===== config.mk =====
export PLATFORM = sky130hd
export DESIGN_NAME = interupt_source_latch
export DESIGN_NICKNAME = d
export VERILOG_FILES = /design/src/rtl/interupt_source_pkg.sv /design/src/rtl/interupt_source_channel.sv /design/src/rtl/interupt_source_latch.sv
export SDC_FILE = /design/constraint.sdc
export NUM_CORES = 1
export LEC_CHECK = 0
export ABC_AREA = 1
export BUFFER_PORTS_ARGS = -buffer_cell sky130_fd_sc_hd__buf_4
export CORE_MARGIN = 2
export CORE_UTILIZATION = 50
export CTS_CLUSTER_SIZE = 8
export DETAILED_ROUTE_END_ITERATION = 10
export PLACE_DENSITY_LB_ADDON = 0.2
export SETUP_SLACK_MARGIN = 0.5
export SLEW_MARGIN = 20
export SYNTH_ARGS = -nofsm -noshare
export SYNTH_HDL_FRONTEND = slang
export SYNTH_HIERARCHICAL = 1
export SYNTH_SLANG_ARGS = --single-unit

===== constraint.sdc =====
create_clock -name system_clock -period 5.05 [get_ports system_clock]
set_clock_uncertainty 0.2 [all_clocks]
set_input_delay 1.01 -clock system_clock [delete_from_list [all_inputs] [get_ports system_clock]]
set_output_delay 1.01 -clock system_clock [all_outputs]
set_load 0.03 [all_outputs]

===== src/rtl/interupt_source_pkg.sv =====
// Shared types and sizing helpers for the interrupt source latch.
package interupt_source_pkg;

  localparam int unsigned NUM_CH = 8;

  typedef enum logic [1:0] {
    CH_IDLE    = 2'd0,
    CH_PENDING = 2'd1,
    CH_HOLDOFF = 2'd2
  } ch_state_t;

  // Holdoff counter width; never narrower than one bit so a zero holdoff still elaborates.
  function automatic int unsigned holdoff_cnt_w(input int unsigned cycles);
    return (cycles == 0) ? 1 : $clog2(cycles + 1);
  endfunction

endpackage


===== src/rtl/interupt_source_channel.sv =====
// One interrupt channel: pending latch held until ack, post-ack holdoff with a single
// deferred re-fire, and a sticky missed-event flag.
module interupt_source_channel
  import interupt_source_pkg::*;
#(
  parameter int unsigned HOLDOFF_CYCLES = 4
) (
  input  logic clk,
  input  logic rst,
  input  logic evt,
  input  logic ack,
  input  logic missed_clr,
  output logic pending,
  output logic pending_next_c,
  output logic missed
);

  localparam int unsigned CNT_W = holdoff_cnt_w(HOLDOFF_CYCLES);
  localparam logic [CNT_W-1:0] CNT_LOAD = CNT_W'(HOLDOFF_CYCLES);

  ch_state_t        state, state_nxt;
  logic [CNT_W-1:0] cnt, cnt_nxt;
  logic             deferred, deferred_nxt;
  logic             missed_set_c;

  // Next-state logic; ack outside PENDING is ignored.
  always_comb begin
    state_nxt    = state;
    cnt_nxt      = cnt;
    deferred_nxt = deferred;
    missed_set_c = 1'b0;
    case (state)
      CH_IDLE: begin
        if (evt) state_nxt = CH_PENDING;
      end
      CH_PENDING: begin
        if (ack) begin
          if (HOLDOFF_CYCLES == 0) begin
            state_nxt = evt ? CH_PENDING : CH_IDLE;
          end else begin
            state_nxt    = CH_HOLDOFF;
            cnt_nxt      = CNT_LOAD;
            deferred_nxt = evt;
          end
        end else if (evt) begin
          missed_set_c = 1'b1;
        end
      end
      CH_HOLDOFF: begin
        // Only one re-fire can be deferred; a second edge is reported as missed.
        missed_set_c = evt & deferred;
        if (cnt <= CNT_W'(1)) begin
          state_nxt    = (deferred | evt) ? CH_PENDING : CH_IDLE;
          cnt_nxt      = '0;
          deferred_nxt = 1'b0;
        end else begin
          cnt_nxt      = cnt - CNT_W'(1);
          deferred_nxt = deferred | evt;
        end
      end
      default: begin
        state_nxt    = CH_IDLE;
        cnt_nxt      = '0;
        deferred_nxt = 1'b0;
      end
    endcase
  end

  always_ff @(posedge clk or posedge rst) begin
    if (rst) begin
      state    <= CH_IDLE;
      cnt      <= '0;
      deferred <= 1'b0;
      missed   <= 1'b0;
    end else begin
      state    <= state_nxt;
      cnt      <= cnt_nxt;
      deferred <= deferred_nxt;
      missed   <= missed_set_c | (missed & ~missed_clr);
    end
  end

  assign pending        = (state == CH_PENDING);
  assign pending_next_c = (state_nxt == CH_PENDING);

endmodule


===== src/rtl/interupt_source_latch.sv =====
// Conditions raw peripheral event lines into held, acknowledgeable, maskable interrupt levels.
// Optional input synchronizer: define INTERUPT_SOURCE_SYNC_EN.
module interupt_source_latch
  import interupt_source_pkg::*;
#(
  parameter int unsigned        NUM_CH         = interupt_source_pkg::NUM_CH,
  parameter int unsigned        HOLDOFF_CYCLES = 4,
  parameter logic [NUM_CH-1:0]  MASK_RESET     = '0
) (
  input  logic              system_clock,
  input  logic              system_reset,
  input  logic [NUM_CH-1:0] event_in,
  input  logic              mask_wr,
  input  logic [NUM_CH-1:0] mask_data,
  input  logic [NUM_CH-1:0] missed_clr,
  output logic [NUM_CH-1:0] interupt_out,
  input  logic [NUM_CH-1:0] interupt_ack,
  output logic [NUM_CH-1:0] pending_status,
  output logic [NUM_CH-1:0] missed_status,
  output logic [NUM_CH-1:0] mask_status
);

  logic [NUM_CH-1:0] ev_src;

`ifdef INTERUPT_SOURCE_SYNC_EN
  localparam logic [1:0] ARM_EVALS = 2'd3;

  logic [NUM_CH-1:0] sync1, sync2;

  always_ff @(posedge system_clock or posedge system_reset) begin
    if (system_reset) begin
      sync1 <= '0;
      sync2 <= '0;
    end else begin
      sync1 <= event_in;
      sync2 <= sync1;
    end
  end

  assign ev_src = sync2;
`else
  localparam logic [1:0] ARM_EVALS = 2'd1;

  assign ev_src = event_in;
`endif

  logic [NUM_CH-1:0] prev;
  logic [1:0]        arm_cnt;
  logic              armed_c;
  logic [NUM_CH-1:0] edge_c;
  logic [NUM_CH-1:0] mask_nxt_c;
  logic [NUM_CH-1:0] pending_nxt_c;

  // prev resets to 0, so lines already high at release would look like edges;
  // hold off edge detection until prev holds a real sample.
  assign armed_c    = (arm_cnt == ARM_EVALS);
  assign edge_c     = armed_c ? (ev_src & ~prev) : '0;
  assign mask_nxt_c = mask_wr ? mask_data : mask_status;

  always_ff @(posedge system_clock or posedge system_reset) begin
    if (system_reset) begin
      prev         <= '0;
      arm_cnt      <= 2'd0;
      mask_status  <= MASK_RESET;
      interupt_out <= '0;
    end else begin
      prev <= ev_src;
      if (!armed_c) arm_cnt <= arm_cnt + 2'd1;
      mask_status  <= mask_nxt_c;
      interupt_out <= pending_nxt_c & mask_nxt_c;
    end
  end

  for (genvar i = 0; i < int'(NUM_CH); i++) begin : g_ch
    interupt_source_channel #(
      .HOLDOFF_CYCLES(HOLDOFF_CYCLES)
    ) u_ch (
      .clk           (system_clock),
      .rst           (system_reset),
      .evt           (edge_c[i]),
      .ack           (interupt_ack[i]),
      .missed_clr    (missed_clr[i]),
      .pending       (pending_status[i]),
      .pending_next_c(pending_nxt_c[i]),
      .missed        (missed_status[i])
    );
  end

endmodule


==> results.yml <==
placed_design:
  portBuffers: 66
  pre_cts_ws_ns: 2.76
  dpl.hpwl_um: 8590
  place.gp.congestion: 0.976
logic_synthesis:
  synth_nets: 720
  synth-main-ff-cell: "dfrtp_1"
  synth.largest_area_cell: "dfrtp_1"
  synth-edff-count: 0
  synth.top_cell.area_share_pct: 39.3
  ys_types: 28
  ys_seq_area_share_pct: 39.3
  synth-seq-cells: 82
  syn-cell-area_um2: 5220
  async_flop_share_pct: 100
  postSynthCellCount: 635
  synth_warnings: 6
  avgSynthCellArea_um2: 8.22
  synth_area_leaders: "dfrtp_1, ha_1, inv_1"
worst_setup_path:
  cp-end-kind: "output pin"
  startpoint_type: "flip-flop"
  critical_path.cell_chain: "inv_1 > ha_1 > buf_4"
  crit_slowest_cell: "dfrtp_1"
  crit_family: "flip-flops"
  worstPathMaxFanout: 4
  crit_type: "flip-flop to output pin"
  reg2regPathDepth: 12
  worstPathArrival_ns: 1.32
  cp_slowest_stage_delay_ns: 0.41
  crit_required_ns: 3.84
  crit_cells: 3
  crit_buf_inv: 2
drt:
  viasPerCell: 4.89
  wl_per_cell_um: 12.7
  routed_wl_um: 10800
  remaining_drc_errors: 0
  drt_iter0_markers: 165
  detail-route-antenna-nets: 0
  first_pass_iters: 5
  vias: 4163
clock_network:
  cts_tree: "done"
  cts_max_path_buffers: 2
  clk_pin_slew_ns: 0.08
  clock_sinks: 82
  ctsResizeCount: 0
  numCtsBuffers: 9
  cts-root-buf: "clkbuf_8"
  clkLatencyLatePin_ns: 0.35
  cts_hold_buf: 0
  cts_htree_levels: 3
  post_cts_buffers: 0
timing:
  finalCriticalPeriod_ns: 2.53
  setup_violations: 0
  setup_tns_ns: 0
  drv_slew: 0
  slew_headroom_pct: 61.8
  hold_violations: 0
  fin_crit_sh_pct: 50.1
  rsz0062_at_grt: "false"
  fmax_mhz: 395
  worst_pin_slew_ns: 0.572
  timing.final.ws_setup_ns: 2.52
cells_and_area:
  layout_common_cells: "inv_1, nand2_1, dfrtp_1, buf_4, ha_1"
  syn2layout_area_growth_pct: 15.6
  drive_gt1_share_pct: 25.7
  nNetsFinal: 795
  final_common_cell: "inv_1"
  n_antenna_cell: 0
floorplanning:
  dieArea_um2: 11300
  initial_utilization_pct: 51.0
  core_area_um2: 10200
  rows: 37
  boundaryPins: 67
  die_h_um: 106
  die_w_um: 106
global_route:
  grt_usage_pct: 20.3
  antenna_found_initial: 0
  grt_pass1_vias: 4158
  overflow: 0
  grt_pass1_wl_um: 18300
  grt_start_max_net_pins: 27
power:
  leakagePower_nw: 3.19
  ir_drop_mv: 0.237
  powerDensity_nw_per_um2: 534
worst_hold_path:
  hold_path.class: "flip-flop to flip-flop"
  hold_depth: 2
run:
  cap_violations: 0
outcome:
  status: "finished clean"
layer usage:
layer | vias to the layer above | routed length, um | track usage [%]
met5 | - | 0 | 0
met4 | 0 | 178 | 7.80
met3 | 16 | 505 | 2.94
met2 | 104 | 5170 | 33.7
met1 | 1939 | 4930 | 26.7
li1 | 2104 | - | -
stage by stage:
step	util (%)	total power [W]	hold WS, ns	std cells	area [um2]
2_1_floorplan	-	0.00239	0.250	635	5220
3_3_place_gp	57.4	0.00276	0.263	835	5870
3_5_place_dp	57.4	0.00281	0.271	835	5870
4_1_cts	59.0	0.00324	0.290	851	6040
5_1_grt	59.0	0.00352	0.339	851	6040
6_report	59.0	0.00322	0.283	851	6040
report_power, final:
part           switching, W  internal [W]
logic               0.00119      0.000668
clock network      0.000222      0.000190
registers          0.000135      0.000822
final cells by class:
cell class / count / area, um2
sequential: 82 / 2050
clock inverter: 3 / 15.0
tap: 136 / 170
timing repair buffer: 66 / 495
multi-input combinational: 405 / 2590
fill: 909 / 4200
inverter: 146 / 561
clock buffer: 13 / 149
path summary, 6_finish.rpt:
check,startpoint,endpoint,slack [ns]
worst min register to register,arm_cnt[1],arm_cnt[1],0.28
worst max-delay path,g_ch[3].u_ch/state[1],pending_status[3],2.52
worst min-delay path,arm_cnt[1],arm_cnt[1],0.28
max in group asynchronous,system_reset,interupt_out[3],3.69
min in group asynchronous,system_reset,g_ch[6].u_ch/cnt[1],0.44
worst max register to register,arm_cnt[1],interupt_out[3],2.90
sequential cells by signal, summed over array words and instances, names as in the netlist:
register            cells
g_ch.u_ch/missed        8
mask_status             8
prev                    8
arm_cnt                 2
interupt_out            8
g_ch.u_ch/deferred      8
g_ch.u_ch/cnt          24
g_ch.u_ch/state        16
cells in the mapped netlist (3+ instances only):
| cell | instances |
|---|---|
| ha_1 | 50 |
| o21bai_1 | 8 |
| inv_2 | 16 |
| a21oi_1 | 23 |
| nor2_2 | 23 |
| nand3_1 | 31 |
| nand3b_1 | 8 |
| o21ai_1 | 17 |
| o22ai_1 | 15 |
| nand2_1 | 105 |
| inv_1 | 128 |
| dfrtp_1 | 82 |
| o21ai_4 | 7 |
| a21oi_2 | 8 |
| nand2_4 | 3 |
| o21ai_0 | 15 |
| nor2_4 | 3 |
| nand3_2 | 7 |
| nor2_1 | 38 |
| nand2_2 | 32 |
| xnor2_1 | 9 |
tightest hold or removal path, stage by stage, from the launching register on:
cell and delay (ns):
dfrtp_1 0.35, nand2_1 0.04, o21ai_0 0.06
cells by family after synthesis:
kind of cell / Yosys count / share of synthesized area (%)
flops: 82 / 39.3
buf+inv: 148 / 11.0
xor+xnor: 9 / 1.51
fa+ha+maj: 50 / 12.0
compound gates: 95 / 12.2
simple gates: 251 / 24.0
No activity file was read; power rests on OpenSTA's default activity.
